==> src/rtl/ps2_pkg.sv <==
// ----------------------------------------------------------------------------
// ps2_pkg
//   Shared constants and types for the debug-UART output path.
//   - ARB_* : state encodings of the uart_tx_arbiter sequencer
//   - DEF_* : default timeouts for uart_tx_arbiter
//   - UART_CLKS_PER_BIT : divider of the uart_tx serializer (115200 baud)
// ----------------------------------------------------------------------------
package ps2_pkg;

    // Sequencer state encodings.
    localparam int ARB_IDLE      = 0;
    localparam int ARB_LOAD      = 1;
    localparam int ARB_START     = 2;
    localparam int ARB_WAIT_BUSY = 3;
    localparam int ARB_WAIT_DONE = 4;

    // Default timeouts (in clk cycles).
    localparam int DEF_GAP_TIMEOUT  = 1023;
    localparam int DEF_BUSY_TIMEOUT = 4;

    // Bit period of the shared uart_tx serializer.
    localparam int UART_CLKS_PER_BIT = 217;

    // Legal requester count range.
    localparam int MIN_REQ = 2;
    localparam int MAX_REQ = 8;

    typedef enum logic [2:0] {
        ST_IDLE      = 3'(ARB_IDLE),
        ST_LOAD      = 3'(ARB_LOAD),
        ST_START     = 3'(ARB_START),
        ST_WAIT_BUSY = 3'(ARB_WAIT_BUSY),
        ST_WAIT_DONE = 3'(ARB_WAIT_DONE)
    } arb_state_e;

endpackage : ps2_pkg

==> src/rtl/uart_tx_arbiter_rr.sv <==
// ----------------------------------------------------------------------------
// rr_arbiter
//   Round-robin picker. The pointer is kept one-hot and marks the requester
//   with the highest priority. The pick is purely combinational; the pointer
//   moves to the position just after the winner when advance_i is strobed.
//
// Ports
//   clk        in   clock
//   rst        in   synchronous active-high reset (requester 0 first)
//   req_i      in   request vector
//   advance_i  in   one-cycle strobe: move pointer past winner_i
//   winner_i   in   one-hot owner of the frame that just ended/aborted
//   pick_o     out  one-hot pick (zero when req_i is zero)
// ----------------------------------------------------------------------------
module rr_arbiter
    import ps2_pkg::*;
#(
    parameter int NUM_REQ = 3
) (
    input  logic               clk,
    input  logic               rst,
    input  logic [NUM_REQ-1:0] req_i,
    input  logic               advance_i,
    input  logic [NUM_REQ-1:0] winner_i,
    output logic [NUM_REQ-1:0] pick_o
);

    logic [NUM_REQ-1:0] ptr_q;
    logic [NUM_REQ-1:0] ptr_d;
    logic [NUM_REQ-1:0] winner_rot;
    logic [NUM_REQ-1:0] thermo;
    logic [NUM_REQ-1:0] masked;
    logic [NUM_REQ-1:0] pool;

    // Rotate the winner left by one so its successor becomes top priority.
    for (genvar gi = 0; gi < NUM_REQ; gi++) begin : g_rot
        assign winner_rot[(gi + 1) % NUM_REQ] = winner_i[gi];
    end

    always_comb begin
        // Bits at or above the pointer position form the first search window;
        // if nothing is pending there the search wraps to the full vector.
        thermo = ~(ptr_q - NUM_REQ'(1));
        masked = req_i & thermo;
        pool   = (|masked) ? masked : req_i;
        // Isolate the lowest set bit of the chosen window.
        pick_o = pool & (~pool + NUM_REQ'(1));
    end

    always_comb begin
        ptr_d = ptr_q;
        if (advance_i && (|winner_i)) begin
            ptr_d = winner_rot;
        end
    end

    always_ff @(posedge clk) begin
        if (rst) begin
            ptr_q <= NUM_REQ'(1);
        end else begin
            ptr_q <= ptr_d;
        end
    end

endmodule : rr_arbiter

==> src/rtl/uart_tx_arbiter.sv <==
// ----------------------------------------------------------------------------
// uart_tx_arbiter
//   Shares one uart_tx serializer between NUM_REQ byte-stream requesters.
//   A requester wins at a frame boundary (round-robin) and keeps the grant
//   until its last byte has been shifted out, so frames never interleave.
//   Each byte is handed to uart_tx with a one-cycle tx_start, then the
//   sequencer waits for tx_busy to rise and fall before loading the next one.
//   Frames whose next byte never shows up are abandoned after GAP_TIMEOUT.
//
// Ports
//   clk          in   system clock
//   rst          in   synchronous active-high reset
//   req_valid    in   [NUM_REQ]   per-requester byte valid
//   req_data     in   [8*NUM_REQ] requester i on bits [8i+7:8i]
//   req_last     in   [NUM_REQ]   byte is the final byte of its frame
//   req_ready    out  [NUM_REQ]   byte accepted this cycle (one-hot or zero)
//   grant        out  [NUM_REQ]   one-hot frame owner, zero when idle
//   tx_start     out  one-cycle start pulse to uart_tx
//   tx_data      out  [8] byte to uart_tx, held from START to WAIT_DONE
//   tx_busy      in   uart_tx busy flag
//   active       out  sequencer not idle
//   frame_abort  out  one-cycle pulse when a stalled frame is abandoned
// ----------------------------------------------------------------------------
module uart_tx_arbiter
    import ps2_pkg::*;
#(
    parameter int NUM_REQ      = 3,
    parameter int GAP_TIMEOUT  = DEF_GAP_TIMEOUT,
    parameter int BUSY_TIMEOUT = DEF_BUSY_TIMEOUT
) (
    input  logic                 clk,
    input  logic                 rst,
    input  logic [NUM_REQ-1:0]   req_valid,
    input  logic [8*NUM_REQ-1:0] req_data,
    input  logic [NUM_REQ-1:0]   req_last,
    output logic [NUM_REQ-1:0]   req_ready,
    output logic [NUM_REQ-1:0]   grant,
    output logic                 tx_start,
    output logic [7:0]           tx_data,
    input  logic                 tx_busy,
    output logic                 active,
    output logic                 frame_abort
);

    localparam int GAP_W  = $clog2(GAP_TIMEOUT + 1);
    localparam int BUSY_W = $clog2(BUSY_TIMEOUT + 1);

    // The counters abort/exit on the cycle in which they would reach the
    // timeout value, so the limit compare is against timeout-1.
    localparam logic [GAP_W-1:0]  GAP_LAST  = GAP_W'(GAP_TIMEOUT - 1);
    localparam logic [GAP_W-1:0]  GAP_MAX   = GAP_W'(GAP_TIMEOUT);
    localparam logic [BUSY_W-1:0] BUSY_LAST = BUSY_W'(BUSY_TIMEOUT - 1);
    localparam logic [BUSY_W-1:0] BUSY_MAX  = BUSY_W'(BUSY_TIMEOUT);

    // ------------------------------------------------------------------
    // State
    // ------------------------------------------------------------------
    arb_state_e         state_q,   state_d;
    logic [NUM_REQ-1:0] grant_q,   grant_d;
    logic [7:0]         tx_data_q, tx_data_d;
    logic               last_q,    last_d;
    logic [GAP_W-1:0]   gap_q,     gap_d;
    logic [BUSY_W-1:0]  busy_q,    busy_d;

    logic               advance;
    logic               byte_done;
    logic [NUM_REQ-1:0] pick;

    // ------------------------------------------------------------------
    // Granted-requester byte select (AND-OR mux on the one-hot grant)
    // ------------------------------------------------------------------
    logic [7:0] data_masked [NUM_REQ];
    logic [7:0] sel_data;
    logic       sel_valid;
    logic       sel_last;

    for (genvar gi = 0; gi < NUM_REQ; gi++) begin : g_sel
        assign data_masked[gi] = req_data[8*gi +: 8] & {8{grant_q[gi]}};
    end

    always_comb begin
        sel_data = '0;
        for (int i = 0; i < NUM_REQ; i++) begin
            sel_data = sel_data | data_masked[i];
        end
    end

    assign sel_valid = |(grant_q & req_valid);
    assign sel_last  = |(grant_q & req_last);

    // ------------------------------------------------------------------
    // Round-robin picker; only consulted in IDLE, so non-granted
    // requesters are ignored for the whole frame.
    // ------------------------------------------------------------------
    rr_arbiter #(
        .NUM_REQ (NUM_REQ)
    ) u_rr (
        .clk       (clk),
        .rst       (rst),
        .req_i     (req_valid),
        .advance_i (advance),
        .winner_i  (grant_q),
        .pick_o    (pick)
    );

    // ------------------------------------------------------------------
    // Next-state / output logic
    // ------------------------------------------------------------------
    always_comb begin
        state_d     = state_q;
        grant_d     = grant_q;
        tx_data_d   = tx_data_q;
        last_d      = last_q;
        gap_d       = gap_q;
        busy_d      = busy_q;
        req_ready   = '0;
        frame_abort = 1'b0;
        advance     = 1'b0;
        byte_done   = 1'b0;

        unique case (state_q)
            ST_IDLE: begin
                if (|req_valid) begin
                    grant_d = pick;
                    gap_d   = '0;
                    state_d = ST_LOAD;
                end
            end

            ST_LOAD: begin
                req_ready = grant_q & req_valid;
                if (sel_valid) begin
                    tx_data_d = sel_data;
                    last_d    = sel_last;
                    gap_d     = '0;
                    state_d   = ST_START;
                end else if (gap_q >= GAP_LAST) begin
                    // Requester went quiet mid-frame: drop it and move the
                    // pointer past it so it cannot immediately win again.
                    frame_abort = 1'b1;
                    grant_d     = '0;
                    advance     = 1'b1;
                    gap_d       = '0;
                    state_d     = ST_IDLE;
                end else if (gap_q != GAP_MAX) begin
                    gap_d = gap_q + GAP_W'(1);
                end
            end

            ST_START: begin
                busy_d  = '0;
                state_d = ST_WAIT_BUSY;
            end

            ST_WAIT_BUSY: begin
                if (tx_busy) begin
                    busy_d  = '0;
                    state_d = ST_WAIT_DONE;
                end else if (busy_q >= BUSY_LAST) begin
                    // Busy never seen: assume the serializer already finished.
                    busy_d    = '0;
                    byte_done = 1'b1;
                end else if (busy_q != BUSY_MAX) begin
                    busy_d = busy_q + BUSY_W'(1);
                end
            end

            ST_WAIT_DONE: begin
                if (!tx_busy) begin
                    byte_done = 1'b1;
                end
            end

            default: begin
                state_d = ST_IDLE;
                grant_d = '0;
            end
        endcase

        // Common exit once a byte has left the serializer.
        if (byte_done) begin
            if (last_q) begin
                grant_d = '0;
                advance = 1'b1;
                state_d = ST_IDLE;
            end else begin
                gap_d   = '0;
                state_d = ST_LOAD;
            end
        end
    end

    // ------------------------------------------------------------------
    // Registers
    // ------------------------------------------------------------------
    always_ff @(posedge clk) begin
        if (rst) begin
            state_q   <= ST_IDLE;
            grant_q   <= '0;
            tx_data_q <= '0;
            last_q    <= 1'b0;
            gap_q     <= '0;
            busy_q    <= '0;
        end else begin
            state_q   <= state_d;
            grant_q   <= grant_d;
            tx_data_q <= tx_data_d;
            last_q    <= last_d;
            gap_q     <= gap_d;
            busy_q    <= busy_d;
        end
    end

    // ------------------------------------------------------------------
    // Outputs
    // ------------------------------------------------------------------
    assign grant    = grant_q;
    assign tx_data  = tx_data_q;
    assign tx_start = (state_q == ST_START);
    assign active   = (state_q != ST_IDLE);

endmodule : uart_tx_arbiter

==> config.mk <==
export PLATFORM = sky130hd
export DESIGN_NAME = uart_tx_arbiter
export DESIGN_NICKNAME = d
export VERILOG_FILES = /design/src/rtl/ps2_pkg.sv /design/src/rtl/uart_tx_arbiter_rr.sv /design/src/rtl/uart_tx_arbiter.sv
export SDC_FILE = /design/constraint.sdc
export NUM_CORES = 1
export LEC_CHECK = 0
export BUFFER_PORTS_ARGS = -buffer_cell sky130_fd_sc_hd__buf_2
export CAP_MARGIN = 20
export CELL_PAD_IN_SITES_DETAIL_PLACEMENT = 2
export CELL_PAD_IN_SITES_GLOBAL_PLACEMENT = 2
export CORE_ASPECT_RATIO = 0.8
export CORE_UTILIZATION = 30
export CTS_CLUSTER_DIAMETER = 40
export DETAILED_ROUTE_END_ITERATION = 7
export PLACE_DENSITY_LB_ADDON = 0.1
export SKIP_LAST_GASP = 1
export SLEW_MARGIN = 40
export SYNTH_ARGS = -nofsm -noshare
export SYNTH_HDL_FRONTEND = slang
export SYNTH_HIERARCHICAL = 1
export SYNTH_SLANG_ARGS = --single-unit
export TNS_END_PERCENT = 10
==> constraint.sdc <==
create_clock -name clk -period 2.2 [get_ports clk]
set_input_delay 0.11 -clock clk [delete_from_list [all_inputs] [get_ports clk]]
set_output_delay 0.11 -clock clk [all_outputs]
set_load 0.01 [all_outputs]
# ---- After elaboration in Yosys (flattened, before gate mapping)
# Index checks and enable logic that the tools add are counted.
dict set report op_classes {
  n_addsub 4
  n_lt_le_gt_ge 2
  n_eq_ne 11
  muxes 35
  n_bitwise 11
  n_reduce_logical 13
}
# operator count
set ops {}
lappend ops {{two-way mux 10 bit} 6}
lappend ops {{two-way mux 3 bit} 15}
lappend ops {{bitwise AND 8 bit} 3}
lappend ops {{case mux 10 bit (2 select lines)} 1}
lappend ops {{OR reduction 3 bit} 6}
lappend ops {{bitwise OR 8 bit} 2}
lappend ops {{case mux 3 bit (5 select lines)} 1}
lappend ops {{bitwise AND 3 bit} 4}
lappend ops {{adder 10 x 1 -> 10 bit, second input constant} 1}
lappend ops {{greater-or-equal comparator 10 bit, second input constant} 1}
lappend ops {{!= test 10 bit, second input constant} 1}
lappend ops {{two-way mux 1 bit} 9}
lappend ops {{!= test 3 bit, second input constant} 3}
lappend ops {{case mux 3 bit (3 select lines)} 1}
lappend ops {{!= test 4 bit, second input constant} 2}
lappend ops {{adder 3 x 1 -> 3 bit, second input constant} 2}
lappend ops {{== test 3 x 2 -> 1 bit, second input constant} 2}
lappend ops {{NOT 3 bit} 2}
lappend ops {{case mux 3 bit (2 select lines)} 1}
lappend ops {{AND reduction 2 bit} 2}
lappend ops {{AND reduction 4 bit} 1}
lappend ops {{== test 3 x 1 -> 1 bit, second input constant} 1}
lappend ops {{== test 3 bit, second input constant} 1}
lappend ops {{greater-or-equal comparator 3 x 2 -> 1 bit, second input constant} 1}
lappend ops {{other kinds (7)} 7}
dict set report word_totals {
  ff_bits 31
  inputBits 33
  out_inout_bits 17
}

# ---- Logic depth before layout (Yosys ltp)
dict set report depth {
  word_depth 12
  mapped_depth 10
  mapped_depth_nobuf 9
}

# ---- Cells and area by module
# The synthesis kept the hierarchy.
# mod n_inst cells_per_inst area_per_inst_um2 seq_area_each_um2
set modules_own_cells {}
lappend modules_own_cells {uart_tx_arbiter 1 206 1696.6 560.5}
lappend modules_own_cells {rr_arbiter 1 23 192.7 60.1}

# ---- Least setup slack after synthesis
# Ideal clock, no wire load.
dict set report synth_timing {
  kind {reg2reg}
  startpoint {register gap_q[4]}
  endpoint {register u_rr.ptr_q[0]}
  t_arrival_ns 2.020
  required_ns 2.078
  path_slack_ns 0.058
  path_stages_with_launch 8
  n_path_buf 1
  synth_period_minus_slack_ns 2.142
  path_cell_list {dfxtp_1 > nand4_2 > or4_1 > buf_2 > nor2b_1 > a21o_1 > o21ai_0 > a221o_1}
}
dict set report synth_via {
  elab_chain_cells 7
}
# element line_no
set synth_lines {}
lappend synth_lines {{start, declared} uart_tx_arbiter.sv:62} ;# logic [GAP_W-1:0] gap_q, gap_d;
lappend synth_lines {{start signal, assigned} uart_tx_arbiter.sv:209} ;# gap_q <= gap_d;
lappend synth_lines {{greater-or-equal comparator 10 bit (*)} uart_tx_arbiter.sv:137} ;# end else if (gap_q >= GAP_LAST) begin
lappend synth_lines {{two-way mux 1 bit (*) (3 in series)} n/a}
lappend synth_lines {{via frame_abort} uart_tx_arbiter.sv:42} ;# output logic frame_abort
lappend synth_lines {{two-way mux 1 bit} uart_tx_arbiter.sv:182} ;# if (last_q) begin
lappend synth_lines {{two-way mux 1 bit (*)} uart_tx_arbiter.sv:181} ;# if (byte_done) begin
lappend synth_lines {{via advance} uart_tx_arbiter.sv:65} ;# logic advance;
lappend synth_lines {{logical AND 1 bit (*)} uart_tx_arbiter_rr.sv:52} ;# if (advance_i && (|winner_i)) begin
lappend synth_lines {{end signal, assigned} uart_tx_arbiter_rr.sv:61} ;# ptr_q <= ptr_d;
lappend synth_lines {{end, declared} uart_tx_arbiter_rr.sv:28} ;# logic [NUM_REQ-1:0] ptr_q;
# The timed path passes the listed nets; every way through them passes the cells marked *.
# A chain may end at the register's enable or synchronous reset.

# ---- Worst setup path after layout
dict set report layout_timing {
  startpoint {register gap_q[1]}
  endpoint {register u_rr.ptr_q[0]}
}
dict set report layout_via {
  elab_chain_cells 7
}
# element line_no
set layout_lines {}
lappend layout_lines {{greater-or-equal comparator 10 bit (*)} uart_tx_arbiter.sv:137}
lappend layout_lines {{two-way mux 1 bit (*)} uart_tx_arbiter.sv:137}
lappend layout_lines {{two-way mux 1 bit (*)} uart_tx_arbiter.sv:132} ;# if (sel_valid) begin
lappend layout_lines {{two-way mux 1 bit (*)} uart_tx_arbiter.sv:121} ;# unique case (state_q)
lappend layout_lines {{two-way mux 1 bit} uart_tx_arbiter.sv:182}
lappend layout_lines {{two-way mux 1 bit (*)} uart_tx_arbiter.sv:181}
lappend layout_lines {{via advance} uart_tx_arbiter.sv:65}
lappend layout_lines {{logical AND 1 bit (*)} uart_tx_arbiter_rr.sv:52}
# Marks and branches as above.

==> results by group <==
Yosys
  • #FFs+latches synth: 31
  • Seq/Total Area, Yosys: 0.328
  • Post-synth ARST share: 0
  • Syn Inst Count: 229
  • Post-Syn Area per Cell: 8.25 µm²
  • Post-synth EDFFs: 0
  • Syn nets: 268
  • Unique masters post-synth: 56
  • Ys flop type: dfxtp_1
  • Number of synthesis warnings: 6
  • Netlist Area Pre-Place: 1890 µm²

Flow run
  • Max-cap violation count: 0

Detailed routing
  • Via count: 2076
  • Drt wl/cell: 18.6 µm
  • Post-route ant nets: 0
  • Iter 0 DRT Violations: 82
  • DRC: 0
  • Pre-Repair DR Iteration Count: 5
  • Vias per cell: 5.58
  • Routed wire length: 6910 µm

Place
  • Post-DP HPWL: 4930 µm
  • Final Wtd Congestion: 0.741
  • IO Port Bufs: 49

Worst setup path
  • Worst R2R Path Depth: 7
  • CP Launch Point: gap_q[1]$_SDFF_PP0_
  • Worst-path cell chain: ha_1 > nor2_1 > or4_1 > nor2b_2 > a21o_1 > o21ai_0 > a221o_1
  • Reg-to-Reg End: u_rr/ptr_q[0]$_SDFFE_PP1P_
  • Required @ worst endpoint: 2390 ps
  • Slowest cell on crit path: or4_1
  • CP max FO: 7
  • Worst R2R Start: gap_q[1]$_SDFF_PP0_
  • Critical path class: flop to flop
  • Reg2reg setup slack: 100 ps
  • CP Capture Type: flop
  • Startpoint types: flop
  • CP max stage delay: 530 ps
  • WP data arrival: 2290 ps

Floorplan
  • Initial Utilization: 0.315
  • Die height: 73.0 µm
  • Core region area: 6010 µm²
  • Die width: 90.7 µm
  • IO Count: 50
  • # rows: 25
  • Full die area: 6620 µm²

Timing
  • RSZ-0062 raised after global routing: true
  • Fmax: 477 MHz
  • Final hold slack: 166 ps
  • Min Tclk post-route: 2100 ps
  • Measured slew at the worst slew-check pin: 667 ps
  • Slew headroom: 0.549
  • Max Slew Vio Count: 0
  • Fin. Hold Viols: 0
  • Setup Skew: 6.64 ps
  • Setup TNS: 0 ps
  • Final setup fails: 0
  • Final worst-path cycle share: 0.954

Power and ir drop
  • Cell Pwr Density: 577 nW/µm²
  • Lkg Pwr: 0.972 nW
  • Peak supply drop: 0.287 mV

Worst hold path
  • Hold Crit Endpoint: state_q[2]$_SDFFE_PP0P_
  • HP Class: input port to flop
  • Hold depth: 3
  • Hold_sp: tx_busy

Finish
  • # nets final: 329
  • Commonest non-fill, non-tap cell in the layout: buf_2
  • FILL cells: 719
  • Area delta synth->final: 28.0%
  • Final core occ: 0.403
  • Area of the multi-input gates: 1140 µm²
  • Antenna diodes: 0
  • Most frequent cells in the layout: buf_2 (49), dfxtp_1 (31), nor2_1 (23)
  • Sequential Area: 621 µm²
  • Share of layout cells above drive strength 1: 0.289

Clocking
  • CTS Buf Count: 5
  • H-tree lvl count: 2
  • CTS Sinks: 31
  • CTS Root Buffer Type: clkbuf_8
  • CTS max path bufs: 2
  • Clock latency on the worst-skew pair: 300 ps
  • CTS tree: done
  • CTS hold repair buffers: 0
  • Clock Pin Slew Worst Setup and Hold Paths: 80 ps

Global route
  • Largest net degree at the start of global routing: 21
  • Initial antenna violation count: 0
  • First-pass GRT wire length: 11100 µm
  • Number of global-route vias before repair: 2190
  • Grt total ovfl: 0
  • Global Route Usage Sum: 0.216

Status
  • Status: completed
==> synth_stat cells (2+ instances only) <==
cell       count  area (µm²)
a211oi_1      11        82.6
a21o_1         2        15.0
a21oi_1        6        30.0
a222oi_1      10         100
a22oi_1        5        37.5
a32oi_1        2        17.5
and3_1         2        12.5
and4_1         2        17.5
buf_2          5        25.0
clkbuf_1       7        26.3
dfxtp_1       31         621
ha_1           6        75.1
inv_1         18        67.6
mux2i_1        2        20.0
nand2_1       13        48.8
nand2b_1       3        18.8
nand3_1        5        25.0
nand3b_1       2        15.0
nand4_1        6        37.5
nand4b_1       2        17.5
nor2_1        23        86.3
nor2b_1        3        18.8
nor3_1         7        35.0
nor3b_1        3        22.5
o2111ai_1      2        17.5
o211ai_1       9        67.6
o21a_1         2        15.0
o21ai_0        7        35.0
o22ai_1        2        12.5
o31ai_1        4        30.0
or3_1          2        12.5
==> report_power, final <==
part           switching [W]  total, W  leakage [nW]  internal (W)
combinational       0.000156  0.000271         0.670      0.000115
sequential         0.0000107  0.000591         0.251      0.000581
clock               0.000249  0.000534        0.0505      0.000285
total               0.000416   0.00140         0.972      0.000981
==> stage by stage <==
step	instance area (µm²)	cells	setup slack (ps)	power, W
floorplan	1890	229	58.0	0.000751
global placement	2300	363	197	0.000861
detailed placement	2300	363	84.7	0.000871
CTS	2410	371	69.1	0.00141
global route	2420	372	-9.34	0.00145
finish	2420	372	101	0.00140
==> flip-flops by register name (all words and copies together), names as in the netlist <==
register and count:
grant 3, state_q 3, tx_data 8, gap_q 10, u_rr/ptr_q 3, busy_q 3, last_q 1
==> per-layer routing <==
metal / routed length [µm] / track usage / share of wire
met3: 304 / 0.0375 / 0.044
met2: 3190 / 0.357 / 0.46
met1: 3330 / 0.286 / 0.48
met5: 0 / 0 / 0
met4: 88 / 0.0771 / 0.013
==> worst max-delay path: cells and delay by family (launching register included) <==
family / cells / cell delay (ps)
adders and majority gates: 1 / 190
AOI/OAI and AO/OA: 3 / 610
and+or+nand+nor: 3 / 790
DFF: 1 / 420
==> layout make-up <==
class	instances	share of cell area
sequential	31	0.257
clock buffer	7	0.0398
timing repair buffer	68	0.160
tap	81	0.0419
multi-input combinational	166	0.470
clock inverter	1	0.00310
inverter	18	0.0279
==> what timing repair did <==
action,CTS,global route
gates resized for setup,0,1
buffers inserted,0,1
endpoints found under the setup margin,0,5
==> cell families (layout without fill, tap and decap cells) <==
family | Yosys count | in the layout | share of synthesized area
xor gates and xnor gates | 1 | 1 | 0.00464
DFF | 31 | 31 | 0.328
AOI/OAI and AO/OA | 75 | 75 | 0.307
and+or+nand+nor | 82 | 82 | 0.238
adders and majority gates | 6 | 6 | 0.0397
muxes | 2 | 2 | 0.0106
buffers and inverters | 32 | 94 | 0.0709
==> worst max-delay path by stage <==
stage	end	slack, ps	cells after the start
2_1_floorplan	u_rr/ptr_q[0]$_SDFFE_PP1P_	60	7
5_1_grt	u_rr/ptr_q[0]$_SDFFE_PP1P_	-9	7
3_5_place_dp	u_rr/ptr_q[0]$_SDFFE_PP1P_	80	7
6_report	u_rr/ptr_q[0]$_SDFFE_PP1P_	100	7
3_3_place_gp	u_rr/ptr_q[0]$_SDFFE_PP1P_	200	7
4_1_cts	u_rr/ptr_q[0]$_SDFFE_PP1P_	70	7
Power figures use the tool's default switching activity.
